**src/rtl/rom_load_sequencer.sv**
```systemverilog
// rom_load_sequencer
// Routes each ROM-download byte to the SDRAM port or BG loader that owns its
// address, stalls the HPS until the SDRAM handshake completes, and generates
// the game reset (held while the image is absent or loading, plus a trailing
// one-cycle pulse once the hold counter reaches 1).
//
// state | meaning
// IDLE  | waiting for a byte strobe
// ISSUE | request toggled or dl_wr pulsed for the captured byte
// WAIT  | waiting for the selected port's ack to match its req
module rom_load_sequencer #(
  parameter logic [24:0] SP_BASE  = 25'h12000,
  parameter logic [24:0] BG_BASE  = 25'h32000,
  parameter logic [24:0] END_ADDR = 25'h3A000,
  parameter logic [15:0] RST_HOLD = 16'hFFFF
) (
  input  logic        clk_sys,
  input  logic        RESET,
  input  logic        user_reset,
  input  logic        ioctl_download,
  input  logic        ioctl_wr,
  input  logic [7:0]  ioctl_index,
  input  logic [24:0] ioctl_addr,
  input  logic [7:0]  ioctl_dout,
  output logic        ioctl_wait,
  output logic        port1_req,
  input  logic        port1_ack,
  output logic [22:0] port1_a,
  output logic [1:0]  port1_ds,
  output logic [15:0] port1_d,
  output logic        port1_we,
  output logic        port2_req,
  input  logic        port2_ack,
  output logic [22:0] port2_a,
  output logic [1:0]  port2_ds,
  output logic [15:0] port2_d,
  output logic        port2_we,
  output logic [24:0] dl_addr,
  output logic        dl_wr,
  output logic [7:0]  dl_data,
  output logic        rom_download,
  output logic        rom_loaded,
  output logic        sys_reset
);

  typedef enum logic [1:0] {S_IDLE, S_ISSUE, S_WAIT} state_t;
  typedef enum logic [1:0] {R_P1, R_P2, R_BG, R_DROP} region_t;

  function automatic region_t decode(input logic [24:0] a);
    if (a < SP_BASE)       return R_P1;
    else if (a < BG_BASE)  return R_P2;
    else if (a < END_ADDR) return R_BG;
    else                   return R_DROP;
  endfunction

  state_t        state_q, state_d;
  logic          wr_q, dl_q;
  logic [24:0]   addr_q, addr_d;
  logic [7:0]    data_q, data_d;
  logic          req1_q, req1_d, req2_q, req2_d;
  logic          dl_wr_q, dl_wr_d;
  logic          wait_q, wait_d;
  logic          loaded_q, loaded_d, pend_q, pend_d;
  logic [15:0]   cnt_q, cnt_d;
  logic          sys_rst_q, sys_rst_d;

  logic          wr_cond, accept, ack_match, dl_rise, dl_fall, rst_cause;
  region_t       in_region, cur_region;
  logic [18:0]   sp_off;

  assign wr_cond      = ioctl_wr && (ioctl_index == 8'd0);
  assign rom_download = ioctl_download && (ioctl_index == 8'd0);
  assign in_region    = decode(ioctl_addr);
  assign cur_region   = decode(addr_q);
  // Out-of-image bytes are never accepted so they leave no trace at all.
  assign accept       = !RESET && (state_q == S_IDLE) && wr_cond && !wr_q &&
                        (in_region != R_DROP);
  assign ack_match    = (cur_region == R_P1) ? (port1_ack == req1_q)
                                             : (port2_ack == req2_q);
  assign dl_rise      = rom_download && !dl_q;
  assign dl_fall      = !rom_download && dl_q;
  assign rst_cause    = RESET || user_reset || !loaded_q;

  // Only the low 19 bits of the sprite offset feed the port2 mapping.
  assign sp_off       = addr_q[18:0] - SP_BASE[18:0];

  assign ioctl_wait = wait_q || accept;
  assign port1_req  = req1_q;
  assign port1_a    = addr_q[23:1];
  assign port1_ds   = {addr_q[0], ~addr_q[0]};
  assign port1_d    = {data_q, data_q};
  assign port1_we   = rom_download;
  assign port2_req  = req2_q;
  assign port2_a    = {5'd0, sp_off[18:17], sp_off[14:0], sp_off[16]};
  assign port2_ds   = {sp_off[15], ~sp_off[15]};
  assign port2_d    = {data_q, data_q};
  assign port2_we   = rom_download;
  assign dl_addr    = addr_q - BG_BASE;
  assign dl_wr      = dl_wr_q;
  assign dl_data    = data_q;
  assign rom_loaded = loaded_q;
  assign sys_reset  = sys_rst_q;

  // Next-state: byte FSM, load-complete tracking and reset hold counter.
  always_comb begin
    state_d  = state_q;
    addr_d   = addr_q;
    data_d   = data_q;
    req1_d   = req1_q;
    req2_d   = req2_q;
    dl_wr_d  = 1'b0;
    case (state_q)
      S_IDLE: begin
        if (accept) begin
          state_d = S_ISSUE;
          addr_d  = ioctl_addr;
          data_d  = ioctl_dout;
          // Registered so the toggle/pulse is visible during ISSUE.
          case (in_region)
            R_P1:    req1_d  = ~req1_q;
            R_P2:    req2_d  = ~req2_q;
            R_BG:    dl_wr_d = 1'b1;
            default: ;
          endcase
        end
      end
      S_ISSUE: state_d = (cur_region == R_BG) ? S_IDLE : S_WAIT;
      S_WAIT:  if (ack_match) state_d = S_IDLE;
      default: state_d = S_IDLE;
    endcase
    wait_d = (state_d != S_IDLE);

    // A falling download edge is remembered until the last byte has landed.
    loaded_d = loaded_q;
    pend_d   = pend_q || dl_fall;
    if (pend_d && (state_q == S_IDLE)) begin
      loaded_d = 1'b1;
      pend_d   = 1'b0;
    end
    if (dl_rise) begin
      loaded_d = 1'b0;
      pend_d   = 1'b0;
    end

    if (rst_cause)           cnt_d = RST_HOLD;
    else if (cnt_q != 16'd0) cnt_d = cnt_q - 16'd1;
    else                     cnt_d = cnt_q;
    sys_rst_d = rst_cause || (cnt_q == 16'd1);
  end

  // State register; reset re-aligns req to ack so no stale handshake survives.
  always_ff @(posedge clk_sys) begin
    if (RESET) begin
      state_q   <= S_IDLE;
      wr_q      <= 1'b0;
      dl_q      <= 1'b0;
      addr_q    <= '0;
      data_q    <= '0;
      req1_q    <= port1_ack;
      req2_q    <= port2_ack;
      dl_wr_q   <= 1'b0;
      wait_q    <= 1'b0;
      loaded_q  <= 1'b0;
      pend_q    <= 1'b0;
      cnt_q     <= RST_HOLD;
      sys_rst_q <= 1'b1;
    end else begin
      state_q   <= state_d;
      wr_q      <= wr_cond;
      dl_q      <= rom_download;
      addr_q    <= addr_d;
      data_q    <= data_d;
      req1_q    <= req1_d;
      req2_q    <= req2_d;
      dl_wr_q   <= dl_wr_d;
      wait_q    <= wait_d;
      loaded_q  <= loaded_d;
      pend_q    <= pend_d;
      cnt_q     <= cnt_d;
      sys_rst_q <= sys_rst_d;
    end
  end

endmodule

```
**config.mk**
```make
export PLATFORM = sky130hd
export DESIGN_NAME = rom_load_sequencer
export DESIGN_NICKNAME = d
export VERILOG_FILES = /design/src/rtl/rom_load_sequencer.sv
export SDC_FILE = /design/constraint.sdc
export NUM_CORES = 1
export LEC_CHECK = 0
export BUFFER_PORTS_ARGS = -buffer_cell sky130_fd_sc_hd__buf_4
export CAP_MARGIN = 20
export CORE_MARGIN = 5
export CORE_UTILIZATION = 47
export DETAILED_ROUTE_END_ITERATION = 8
export PLACE_DENSITY = 0.84
export RECOVER_POWER = 50
export SYNTH_ARGS = -nofsm -noshare
export SYNTH_HDL_FRONTEND = slang
export SYNTH_SLANG_ARGS = --single-unit
```
**constraint.sdc**
```tcl
create_clock -name clk_sys -period 2.7 [get_ports clk_sys]
set_clock_uncertainty 0.05 [all_clocks]
set_input_delay 0.27 -clock clk_sys [delete_from_list [all_inputs] [get_ports clk_sys]]
set_output_delay 0.27 -clock clk_sys [all_outputs]
set_load 0.005 [all_outputs]
```
**Yosys cells after proc, flatten, opt, wreduce, memory -nomap -nowiden**

Index checks and enable logic that the tools add are counted.

- Bits in registers: 60
- Output and inout port bits: 124
- Logic and storage cells: 93
- Input bits: 48

- Magnitude comparators: 6
- Equality and inequality tests: 9
- Reductions and logical operators: 36
- Add/subtract/negate cells: 3
- Bitwise gates (word level): 6
- Mux-type cells: 20

Operators with widths:

| cell | number |
|---|---|
| 25-bit by 18-bit less-than comparator with 1-bit output (second input constant) | 4 |
| 25-bit by 17-bit less-than comparator with 1-bit output (second input constant) | 2 |
| 25-bit by 18-bit subtractor with 25-bit output (second input constant) | 1 |
| 19-bit by 17-bit subtractor with 19-bit output (second input constant) | 1 |
| 16-bit by 1-bit equality test with 1-bit output (second input constant) | 1 |
| 16-bit nonzero test | 1 |
| 16-bit by 1-bit subtractor with 16-bit output (second input constant) | 1 |
| 2-bit 2-to-1 mux | 7 |
| 1-bit 2-to-1 mux | 12 |
| 2-bit nonzero test | 5 |
| 1-bit logical AND | 9 |
| 8-bit logical NOT | 1 |
| 2-bit equality test (second input constant) | 3 |
| 2-bit logical NOT | 3 |
| 1-bit NOT | 6 |
| 2-bit case mux with 3 select lines | 1 |
| 3-bit AND reduction | 2 |
| 3-bit OR reduction | 2 |
| 1-bit logical NOT | 5 |
| 1-bit logical OR | 5 |
| 2-bit by 1-bit equality test with 1-bit output (second input constant) | 2 |
| 2-bit OR reduction | 2 |
| 1-bit equality test | 2 |
| 2-bit != test (second input constant) | 1 |
| 2-bit AND reduction | 1 |

**Longest topological paths before layout**

Gate-level depths: netlist of the first run.

- Word-level depth: 9
- Gate-level depth with buffers: 7
- Gate-level depth less buffers: 7

**Worst setup path before layout of the first run**

Ideal clock, no wire load.

- Kind: register -> register
- Start: reg cnt_q[0]
- End: reg cnt_q[5]
- Cell stages (with the launch flop): 8
- Data required time: 2.530 ns
- Setup slack: 0.728 ns
- Arrival: 1.802 ns
- Library setup time: 0.120 ns
- Period minus slack after synthesis: 1.972 ns
- Path buffers: 1
- Cells stage by stage: dfxtp_1 inv_1 ha_1 nor3b_1 nand4_2 buf_6 a211oi_1 nor2_1

- Word-level cells in the longest chain between the ends: 1
- Elaborated cells between the ends (all ways): 2
- Classes of those cells: 1 x add/sub; 1 x reduce/logical

Ends and longest elaborated chain:

| what | RTL line | source |
|---|---|---|
| start, declared | 64 | `logic [15:0] cnt_q, cnt_d;` |
| start signal, assigned | 179 | `cnt_q <= cnt_d;` |
| 16-bit by 1-bit subtractor with 16-bit output / 16-bit nonzero test (equally long branches) | 146 | `else if (cnt_q != 16'd0) cnt_d = cnt_q - 16'd1;` |

Several ways; a longest one is shown, not always the timed one.
A chain may end at the register's enable or synchronous reset.

**Worst setup path after layout of the first run**

- Start: reg addr_q[18]
- End: out dl_addr[24]

- Word-level cells in the longest chain between the ends: 1

Ends and longest elaborated chain:

| what | RTL line | source |
|---|---|---|
| start, declared | 58 | `logic [24:0] addr_q, addr_d;` |
| start signal, assigned | 171 | `addr_q <= addr_d;` |
| 25-bit by 18-bit subtractor with 25-bit output | 98 | `assign dl_addr = addr_q - BG_BASE;` |
| end, declared | 38 | `output logic [24:0] dl_addr,` |

No other way between the ends.

==> results of run 1 <==
cells in the mapped netlist, types with 3 or more instances:
master,n,area share
nand2_1,16,0.017
a31oi_1,3,0.0053
buf_2,7,0.0099
nor4_1,11,0.019
nor3_1,7,0.0099
nand4_1,27,0.048
a211oi_1,3,0.0064
o21ai_0,36,0.051
nand3b_1,5,0.011
buf_4,93,0.20
a21oi_1,34,0.048
nor3b_1,8,0.017
and3_1,3,0.0053
nand3_1,10,0.014
dfxtp_1,58,0.33
and4_1,4,0.0099
ha_1,3,0.011
clkbuf_1,13,0.014
nor2_1,16,0.017
mux2i_1,3,0.0085
xnor2_1,11,0.027
xor2_1,5,0.012
inv_1,17,0.018
worst paths after layout:
| path | from | end | slack (ns) | cells past startpoint |
|---|---|---|---|---|
| max | addr_q[18] | dl_addr[24] | 0.52 | 4 |
| max reg2reg | cnt_q[4] | cnt_q[11] | 0.68 | 4 |
| min reg2reg | dl_q | pend_q | 0.44 | 2 |
| min | ioctl_dout[6] | dl_data[6] | 0.15 | 3 |
cell families (layout without fill, tap and decap cells):
family          count (synthesis)  count (layout)  share of synthesized area
compound gates                 89              89                      0.139
xor+xnor                       16              16                     0.0395
fa+ha+maj                       3               3                     0.0106
buf+inv                       133             209                      0.244
flops                          60              60                      0.345
mux                             3               3                    0.00847
other cells                     1               5                    0.00106
simple gates                  125             125                      0.213
state kept, by name, indices dropped and copies added, names as in the netlist:
register    cells
port2_req       1
cnt_q          16
dl_q            1
dl_data         8
sys_reset       1
port1_req       1
wr_q            1
state_q         2
pend_q          1
addr_q         25
wait_q          1
dl_wr           1
rom_loaded      1
placed cells by master, fill, tap and decap left out, drive strengths merged, types with 7 or more instances in the layout:
master  instances
a21oi          34
buf            90
clkbuf         97
dfxtp          58
inv            17
nand2          16
nand3          10
nand4          28
nor2           16
nor3            7
nor3b           8
nor4           13
o21ai          38
xnor2          11
layer usage:
| metal | up-vias | part of all wire |
|---|---|---|
| li1 | 1564 | - |
| met1 | 1488 | 0.39 |
| met2 | 122 | 0.51 |
| met3 | 16 | 0.074 |
| met4 | 0 | 0.024 |
| met5 | - | 0 |
area by class of cell:
type / instances / area [µm²] / area share
clock buffer: 11 / 131 / 0.0297
clock inverter: 5 / 100 / 0.0227
inverter: 17 / 63.8 / 0.0144
multi-input combinational: 241 / 1480 / 0.335
sequential: 60 / 1220 / 0.276
tap: 99 / 124 / 0.0280
timing repair buffer: 176 / 1300 / 0.294
power by group through the flow:
stage / clock network (mW) / logic (mW) / registers (mW)
after CTS: 0.973 / 0.0978 / 0.894
final: 0.945 / 0.0958 / 0.895
after global placement: 0 / 0.0948 / 0.914
after global routing: 1.01 / 0.103 / 0.894
after floorplan: 0 / 0.0331 / 0.914
after detailed placement: 0 / 0.0976 / 0.914
metrics by stage:
stage | utilization | area [µm²] | total power, mW | hold WS (ns)
finish | 0.606 | 4420 | 1.94 | 0.146
global route | 0.606 | 4420 | 2.01 | 0.126
CTS | 0.609 | 4440 | 1.97 | 0.120
detailed placement | 0.577 | 4210 | 1.01 | 0.428
global placement | 0.577 | 4210 | 1.01 | 0.409
floorplan | - | 3560 | 0.948 | 0.340
worst max-delay path, delay by kind of cell (launching register included):
family                 cells  cell delay, ns
buffers and inverters      1            0.13
XOR/XNOR                   1            0.19
flip-flops                 1            0.38
AND/OR/NAND/NOR            2            0.82
==> metrics list, run 1 <==
- Core Region: 7290 µm²
- Measured along the y axis, the die boundary spans 96.8 µm.
* Number of gates given a new drive strength after cts: 0
- Vias: 3190
- First-pass GRT wire length: 15200 µm
* Status: finished clean
- The first detailed-routing pass ran for 4 iterations.
- Setup violations remaining at the end of the flow were counted as 0.
- Die width: 96.8 µm
- Antenna violations before repair: 0
- Register share of total power: 0.462
* Crit end category: primary output
* Vias per std cell: 5.24
* Slowest-stage cell, CP: nor4_1
- Number of buffers inserted by post-CTS setup repair: 0
- Fill cell count: 641
* Number of sinks driven by the clock tree: 60
* WL/cell: 15.0 µm
- The H-tree generated during clock tree synthesis spans 3 levels.
- In this run the worst path has a maximum fanout of 7.
- Worst hold path class: primary input to flip-flop
- HPWL after detailed placement: 6980 µm
* Largest net degree at the start of global routing: 48
- Synthesized area: 3540 µm²
- Of the synthesized area, sequential elements account for 0.345.
* Post-synth EDFFs: 2
- STA classifies the critical path startpoint as a flip-flop.
* Tightest slew margin relative to the limit: 0.532
* Clk slew on worst S/H paths: 0.07 ns
- Based on the critical path, the design can be clocked at up to 460 MHz.
* RSZ-0062 raised after global routing: no
* I/O pin total: 172
* Final hold violation count: 0
- The routed design has 9140 µm of wire.
- For this run, the number of Yosys warnings is 0.
- Measured slew at the worst slew-check pin: 0.695 ns
- Power spread over the standard cell area amounts to 438 nW/µm².
- Share of synthesized registers carrying an async set or reset: 0
- Net count of the finished layout: 556
- Non-filler instance count after layout: 609
- Summed over all layers, the global routing overflow is 0.
* Row count: 31
- Before CTS, the worst setup slack after placement is 0.716 ns.
- In the final timing run, aggregate negative setup slack is 0 ns.
* Overall routing resource usage: 0.194
* Max incr delay on CP: 0.64 ns
- Net switching fraction of the power: 0.196
* Clock Power Share: 0.488
* Leakage Power: 1.90 nW
* Remaining routing DRC violations: 0
* Initial standard-cell utilization of the core: 0.486
- Hold buffer count at CTS: 0
* Number of violations of the max-capacitance limit: 0
- In this run the tool buffered the top-level ports with 166 buffer cells.
* Share of cells above drive strength 1: 0.382
* Number of nets with antenna violations after detailed routing: 0
* Gpl congestion: 0.808
- Minimum period implied by the final worst setup slack: 2.18 ns
- Data on the critical path arrives at its endpoint at 1.86 ns.
- Die Outline Area: 9380 µm²
* Sw power: 0.379 mW
* Number of antenna cells inserted: 0
* Cts bufs inserted: 9
- Max Root-Sink Buffers: 2
- Relative to the synthesized area, the layout overhead comes to 24.7%.
- In this run the clock root is driven by a clkbuf_8.
* Chain of cells forming the critical path: nor4_1 -> nand3_1 -> xnor2_1 -> buf_4
* Met1 global-route usage: 0.206
* Instance count after placement with tap cells included: 593
- Mean instance size in the synthesized netlist: 8.24 µm²
- CTS tree: built
- Cell count after synthesis: 430
* Number of global-route vias before repair: 3132
- The global routing stage identified its most utilized layer as met2.
- Number of distinct standard cells referenced by the synthesized netlist: 52
- Setup slack closes at 0.524 ns.
- In the global route stage, met2 resource usage came out at 0.344.
- Final worst-path cycle share: 0.806
* Initial drt markers: 208
* Number of flip-flops and latches in the synthesized netlist: 60
- At the worst endpoint, the required time is 2.38 ns.
- VDD sags by at most 0.000509 V.
- The internal portion of the total power is 1.56 mW.
- In the synthesized netlist the dominant register cell turns out to be dfxtp_1.
- The later pin in the worst-skew pair is clocked with a latency of 0.33 ns.
* Kind of critical path: flip-flop to primary output
- In the global route stage, met3 resource usage came out at 0.0755.
- Of the total power, combinational logic draws 0.050.
- Final-report max-slew violation count: 0
Power figures use the tool's default switching activity.
==> run 2, diff against run 1 <==
- CORE_UTILIZATION: 47 -> 42
- PLACE_DENSITY: 0.84 -> 0.8
- clock period: 2.7 -> 1.9 ns (I/O delays scaled with it)
==> metrics list, run 2 (synthesis gave the netlist of run 1 again) <==
- Initial standard-cell utilization of the core: 0.431
* IO buf count: 166
* Total power after layout: 2.56 mW
* HPWL after detailed placement: 7070 µm
* Total congestion overflow: 0
- Net count of the finished layout: 569
- Counting flops per register, the top entry is addr_q.
* Maximum fanout count along the critical path: 4
* Sw power: 0.579 mW
- Internal power comes to 1.98 mW.
- The root buffer cell chosen for the clock tree is clkbuf_8.
- The clock passes through at most 2 buffers.
- Final hold violation count: 0
* Minimum period implied by the final worst setup slack: 1.85 ns
- Peak VDD IR: 0.000355 V
- Number of sinks driven by the clock tree: 60
- After floorplanning, the core was divided into 33 placement rows.
- Remaining routing DRC violations: 0
- The number of global-route vias before repair was 3133.
- Of the total power, combinational logic draws 0.054.
- The run finished with clean final reports.
- Across every metal layer, demand over resource in global routing totals 0.172.
* WL/cell: 15.1 µm
- Data on the critical path is required at its endpoint by 1.66 ns.
* Most common cell after layout, fill and taps aside: buf_4
- Final-report max-slew violation count: 0
* Number of violations of the max-capacitance limit: 0
* Power density normalized to cell area: 557 nW/µm²
* Vias: 3311
- Kind of critical path: flip-flop to primary output
* Tightest slew margin relative to the limit: 0.414
- Setup repair after global routing could not meet its margin everywhere.
* Worst hold path class: primary input to flip-flop
- The first global-routing pass estimated 14400 µm of wire.
- Measured slew at the worst slew-check pin: 0.879 ns
* Number of antenna cells inserted: 0
* First-pass detailed-route iteration total: 5
- Final setup violation count: 0
* Clk slew on worst S/H paths: 0.07 ns
- The share of total power dissipated in the clock network is 0.450.
- CP Data Arrival Time: 1.61 ns
- Core Region: 8220 µm²
- The first routing iteration left 108 violations.
- The share of total power dissipated in sequential elements is 0.496.
- Fill cell count: 722
- In the final layout, the share of cells above drive strength 1 is 0.440.
* Die span in y: 102 µm
- The congestion estimate from routability-driven global placement came to 0.826.
- Final worst-path cycle share: 0.973
- Entering global routing, the biggest net connects 44 pins.
- Total wirelength of the detailed-routed design: 9480 µm
- Net switching fraction of the power: 0.226
* Flip-flop count of the largest register, all copies and words added: 25
- The worst setup path is launched from a flip-flop.
- The initial antenna violation count was 0.
* Area added between synthesis and finish: 30.0%
- The worst setup path is captured at a primary output.
* Clock latency reported for the late side of the worst-skew pair: 0.33 ns
* Die Outline Area: 10400 µm²
- Commonest non-fill, non-tap cells in the layout: buf_4 (107), clkbuf_4 (77), dfxtp_1 (54), o21ai_0 (36), a21oi_1 (34)
* Vias per std cell: 5.27
- TritonCTS built the clock tree.
- On the final layout, the worst hold slack is 0.0695 ns.
- Cts bufs inserted: 9
- Once detail routing completed, the nets flagged for antenna violations numbered 0.
- Leakage Power: 1.98 nW
- 172 I/O pins were placed.
- Based on the critical path, the design can be clocked at up to 541 MHz.
- CTS HTree Levels: 3
- The die is 102 µm wide.
## run 2: cell types whose count changed in the layout (fill, tap and decap cells not counted), moves of 3 or more
cell,before,now
buf_4,90,107
clkbuf_1,8,4
dfxtp_1,58,54
dfxtp_2,0,4
nor4_1,11,7
clkbuf_4,80,77
nor4_2,1,4
## run 2: per-layer routing
metal  vias to the layer above  wire length, µm  GRT usage
li1                       1591                -          -
met1                      1557             3460      0.188
met2                       147             4910      0.314
met3                        16              936     0.0464
met4                         0              180     0.0696
met5                         -                0          0
## run 2: area by class of cell
class	instances	area, µm²	area share
tap	105	131	0.0285
inverter	17	63.8	0.0139
multi-input combinational	241	1580	0.344
clock buffer	10	138	0.0299
clock inverter	6	63.8	0.0139
sequential	60	1230	0.266
timing repair buffer	189	1400	0.304
## run 2: final timing paths
| check | startpoint | to | slack [ns] | cells after the start |
|---|---|---|---|---|
| worst max register to register | cnt_q[9] | cnt_q[15] | 0.11 | 4 |
| worst min-delay path | ioctl_addr[3] | addr_q[3] | 0.07 | 3 |
| worst max-delay path | addr_q[14] | dl_addr[24] | 0.05 | 5 |
| worst min register to register | dl_q | pend_q | 0.44 | 2 |
## run 2: through the flow
step | setup slack (ns) | instances | util | instance area [µm²] | TNS [ns]
after global placement | 0.00379 | 612 | 0.526 | 4320 | 0
after CTS | 0.0119 | 628 | 0.553 | 4540 | 0
after floorplan | 0.104 | 434 | - | 3560 | 0
after global routing | -0.00705 | 628 | 0.561 | 4610 | -0.0129
final | 0.0516 | 628 | 0.561 | 4610 | 0
after detailed placement | 0.0463 | 612 | 0.526 | 4320 | 0
## run 2: what timing repair did
action,CTS,global route
gates resized for setup,5,17
hold buffers,0,0
buffers inserted,0,0
endpoints found under the setup margin,6,17
pin swaps,1,4
## run 2: worst max-delay path, stage by stage, from the launching register on
cell     delay, ns
dfxtp_2       0.34
or3_4         0.42
nand3_4       0.12
nand3_1       0.10
xnor2_1       0.17
buf_4         0.14
## run 2: power by group through the flow
stage	registers, mW	clock network [mW]	logic (mW)
6_report	1.27	1.15	0.139
5_1_grt	1.27	1.24	0.152
4_1_cts	1.27	1.19	0.142
3_5_place_dp	1.30	0	0.142
3_3_place_gp	1.30	0	0.140
2_1_floorplan	1.30	0	0.0470
==> run 3, diff against run 2 <==
- CORE_UTILIZATION: 42 -> 50
- PLACE_DENSITY: 0.8 -> 0.89
- RECOVER_POWER: 50 -> 100
- clock period: 1.9 -> 2.35 ns (I/O delays scaled with it)
==> metrics list, run 3 (synthesis gave the netlist of run 1 again) <==
* Status: complete, but fails checks
- The checks that failed: max-capacitance violations, max-slew violations.
- Detailed routing inserted a total of 3293 vias.
- Measured against its own limit, the worst slew margin works out to -0.00196.
* Relative contribution of combinational cells to total power: 0.051
* Worst slack on hold paths: 0.114 ns
- CP Data Arrival Time: 1.79 ns
* Row count: 30
* IO buf count: 166
* Register share of total power: 0.465
- The pre-antenna-repair detailed-routing pass consisted of 5 iterations.
- Number of nets with antenna violations after detailed routing: 0
* Busiest metal layer after global routing: met2
- After floorplanning, the core was sized to cover 6830 µm².
* Slowest-stage cell, CP: or3_1
* Crit Reg-Reg Endpoint: addr_q[11]
- Measured slew at the worst slew-check pin: 1.50 ns
- After global routing the overflow that remains totals 0.
- For this run, global-route usage on met1 was measured as 0.224.
* Number of antenna cells inserted: 0
- Max Root-Sink Buffers: 2
* Clock Power Share: 0.483
* RSZ-0062 raised after global routing: no
* Cts bufs inserted: 9
* Final hold violation count: 0
* Biggest register: addr_q
- Leakage Power: 1.85 nW
- Net switching fraction of the power: 0.200
* Crit end category: primary output
- Required time at the endpoint of the critical path: 2.07 ns
* Max incr delay on CP: 0.44 ns
* Antenna violations before repair: 0
- Global Route met2 Usage: 0.401
- Cell mode on critical path: nand3_1
- Die Outline Area: 8870 µm²
- Final Cell Area: 4400 µm²
- Final-report max-slew violation count: 36
- The area growth from synthesis to layout is 24.2%.
- The H-tree generated during clock tree synthesis spans 3 levels.
* Cell internal pwr: 1.77 mW
* Critical hold path startpoint: ioctl_dout[6]
- Worst reg2reg path depth: 5
* Die width: 94.2 µm
* Number of global-route vias before repair: 3223
- TritonCTS built the clock tree.
- Hold path cells: 3
- Kind of critical path: flip-flop to primary output
- The worst-case IR drop observed on VDD is 0.000413 V.
- First-pass GRT wire length: 15200 µm
- Of all nets on the critical path, the largest fanout is 4.
- For the finished layout, the period the worst path requires is 2.08 ns.
- Gpl congestion: 0.862
* Sw power: 0.442 mW
* WL/cell: 15.7 µm
- Across the run, the number of max-cap violations was 1.
- Remaining routing DRC violations: 0
* Worst path buffer plus inverter count: 1
* Die span in y: 94.2 µm
- Area after DPL: 4240 µm²
- Using the TritonRoute via totals, the vias-per-cell ratio works out to 5.39.
- WHS Endpoint: dl_data[6]
* Net count of the finished layout: 561
* Initial drt markers: 156
- Met3 capacity usage during global routing: 0.0529
* Clock tree root buffer cell: clkbuf_8
- Pin placement for this block handled 172 I/O pins.
- Clock latency reported for the late side of the worst-skew pair: 0.34 ns
- In this run the critical register-to-register path is launched from state_q[0].
- After clock tree synthesis, the clock-pin slew on the worst setup and hold paths is 0.06 ns.
* Overall routing resource usage: 0.215
* Highest clock rate: 481 MHz
- Chain of cells forming the critical path: or3_1 -> nand3_1 -> nand3_1 -> xnor2_1 -> clkbuf_4
* Crit-path leading delay family: simple AND/OR/NAND/NOR gates
- The setup check on the worst reg-to-reg path leaves a slack of 0.32 ns.
* HPWL after detailed placement: 7380 µm
* Flip-flop count of the largest register, all copies and words added: 25
- Number of sinks driven by the clock tree: 60
* Final setup violation count: 0
* Worst hold path class: primary input to flip-flop
- Power density normalized to cell area: 503 nW/µm²
- Total wirelength of the detailed-routed design: 9570 µm
* Kind of start point of the critical path: flip-flop
- Entering global routing, the biggest net connects 37 pins.
* Most common cell after layout, fill and taps aside: clkbuf_4
- Commonest non-fill, non-tap cells in the layout: clkbuf_4 (107), dfxtp_1 (58), buf_4 (53), o21ai_0 (38), a21oi_1 (34)
* Share of cells above drive strength 1: 0.369
- Setup tns final: 0 ns
- Dividing the final minimum period by the clock period gives 0.885.
- The initial utilization of the core area, before any placement, comes to 0.519.
[run 3: changes by cell type in the layout (fill, tap and decap cells not counted), sizes merged]
cell	delta
clkinvlp	-2
bufinv	+1
clkinv	-1
clkbuf	+48
buf	-54
[run 3: worst reg2reg max path, delay by kind of cell (launching register included)]
kind | cells | cell delay (ns)
and+or+nand+nor | 3 | 0.86
DFF | 1 | 0.33
buffers and inverters | 1 | 0.54
AOI/OAI and AO/OA | 1 | 0.18
[run 3: worst max path at each step]
stage	depth (start not counted)	to	slack, ns	from
global placement	6	cnt_q[6]	0.48	cnt_q[0]
detailed placement	6	cnt_q[10]	0.40	cnt_q[1]
global route	6	cnt_q[5]	0.09	RESET
floorplan	7	cnt_q[5]	0.38	cnt_q[0]
finish	5	dl_addr[24]	0.27	addr_q[13]
CTS	4	dl_addr[24]	0.11	addr_q[18]
[run 3: area by class of cell]
cell class              instances  area, µm²
clock inverters                 4       70.1
well taps                      96        120
clock buffers                  12        165
repair buffers                181       1280
flip-flops and latches         60       1220
multi-input cells             241       1480
fillers                       608       2430
inverters                      17       63.8
[run 3: what timing repair did]
item                                    CTS  global route
gates resized for setup                   0             1
buffers inserted                          0             0
endpoints found under the setup margin    0             3
hold buffers                              0             0
[run 3: power groups by stage]
stage / clock network [mW] / registers (mW) / logic (mW)
3_5_place_dp: 0 / 1.05 / 0.115
4_1_cts: 1.10 / 1.03 / 0.115
6_report: 1.07 / 1.03 / 0.114
2_1_floorplan: 0 / 1.05 / 0.0380
3_3_place_gp: 0 / 1.05 / 0.111
5_1_grt: 1.15 / 1.03 / 0.123
[run 3: through the flow]
step / instances / setup WS [ns] / util / power (mW)
2_1_floorplan: 434 / 0.378 / - / 1.09
3_3_place_gp: 595 / 0.477 / 0.621 / 1.16
3_5_place_dp: 595 / 0.399 / 0.621 / 1.17
4_1_cts: 611 / 0.106 / 0.655 / 2.24
5_1_grt: 611 / 0.0895 / 0.644 / 2.30
6_report: 611 / 0.270 / 0.644 / 2.21
[run 3: metal layers]
layer	wire length, µm	vias to the layer above	share of wire
li1	-	1580	-
met1	3470	1555	0.36
met2	5160	142	0.54
met3	783	16	0.082
met4	146	0	0.015
met5	0	-	0
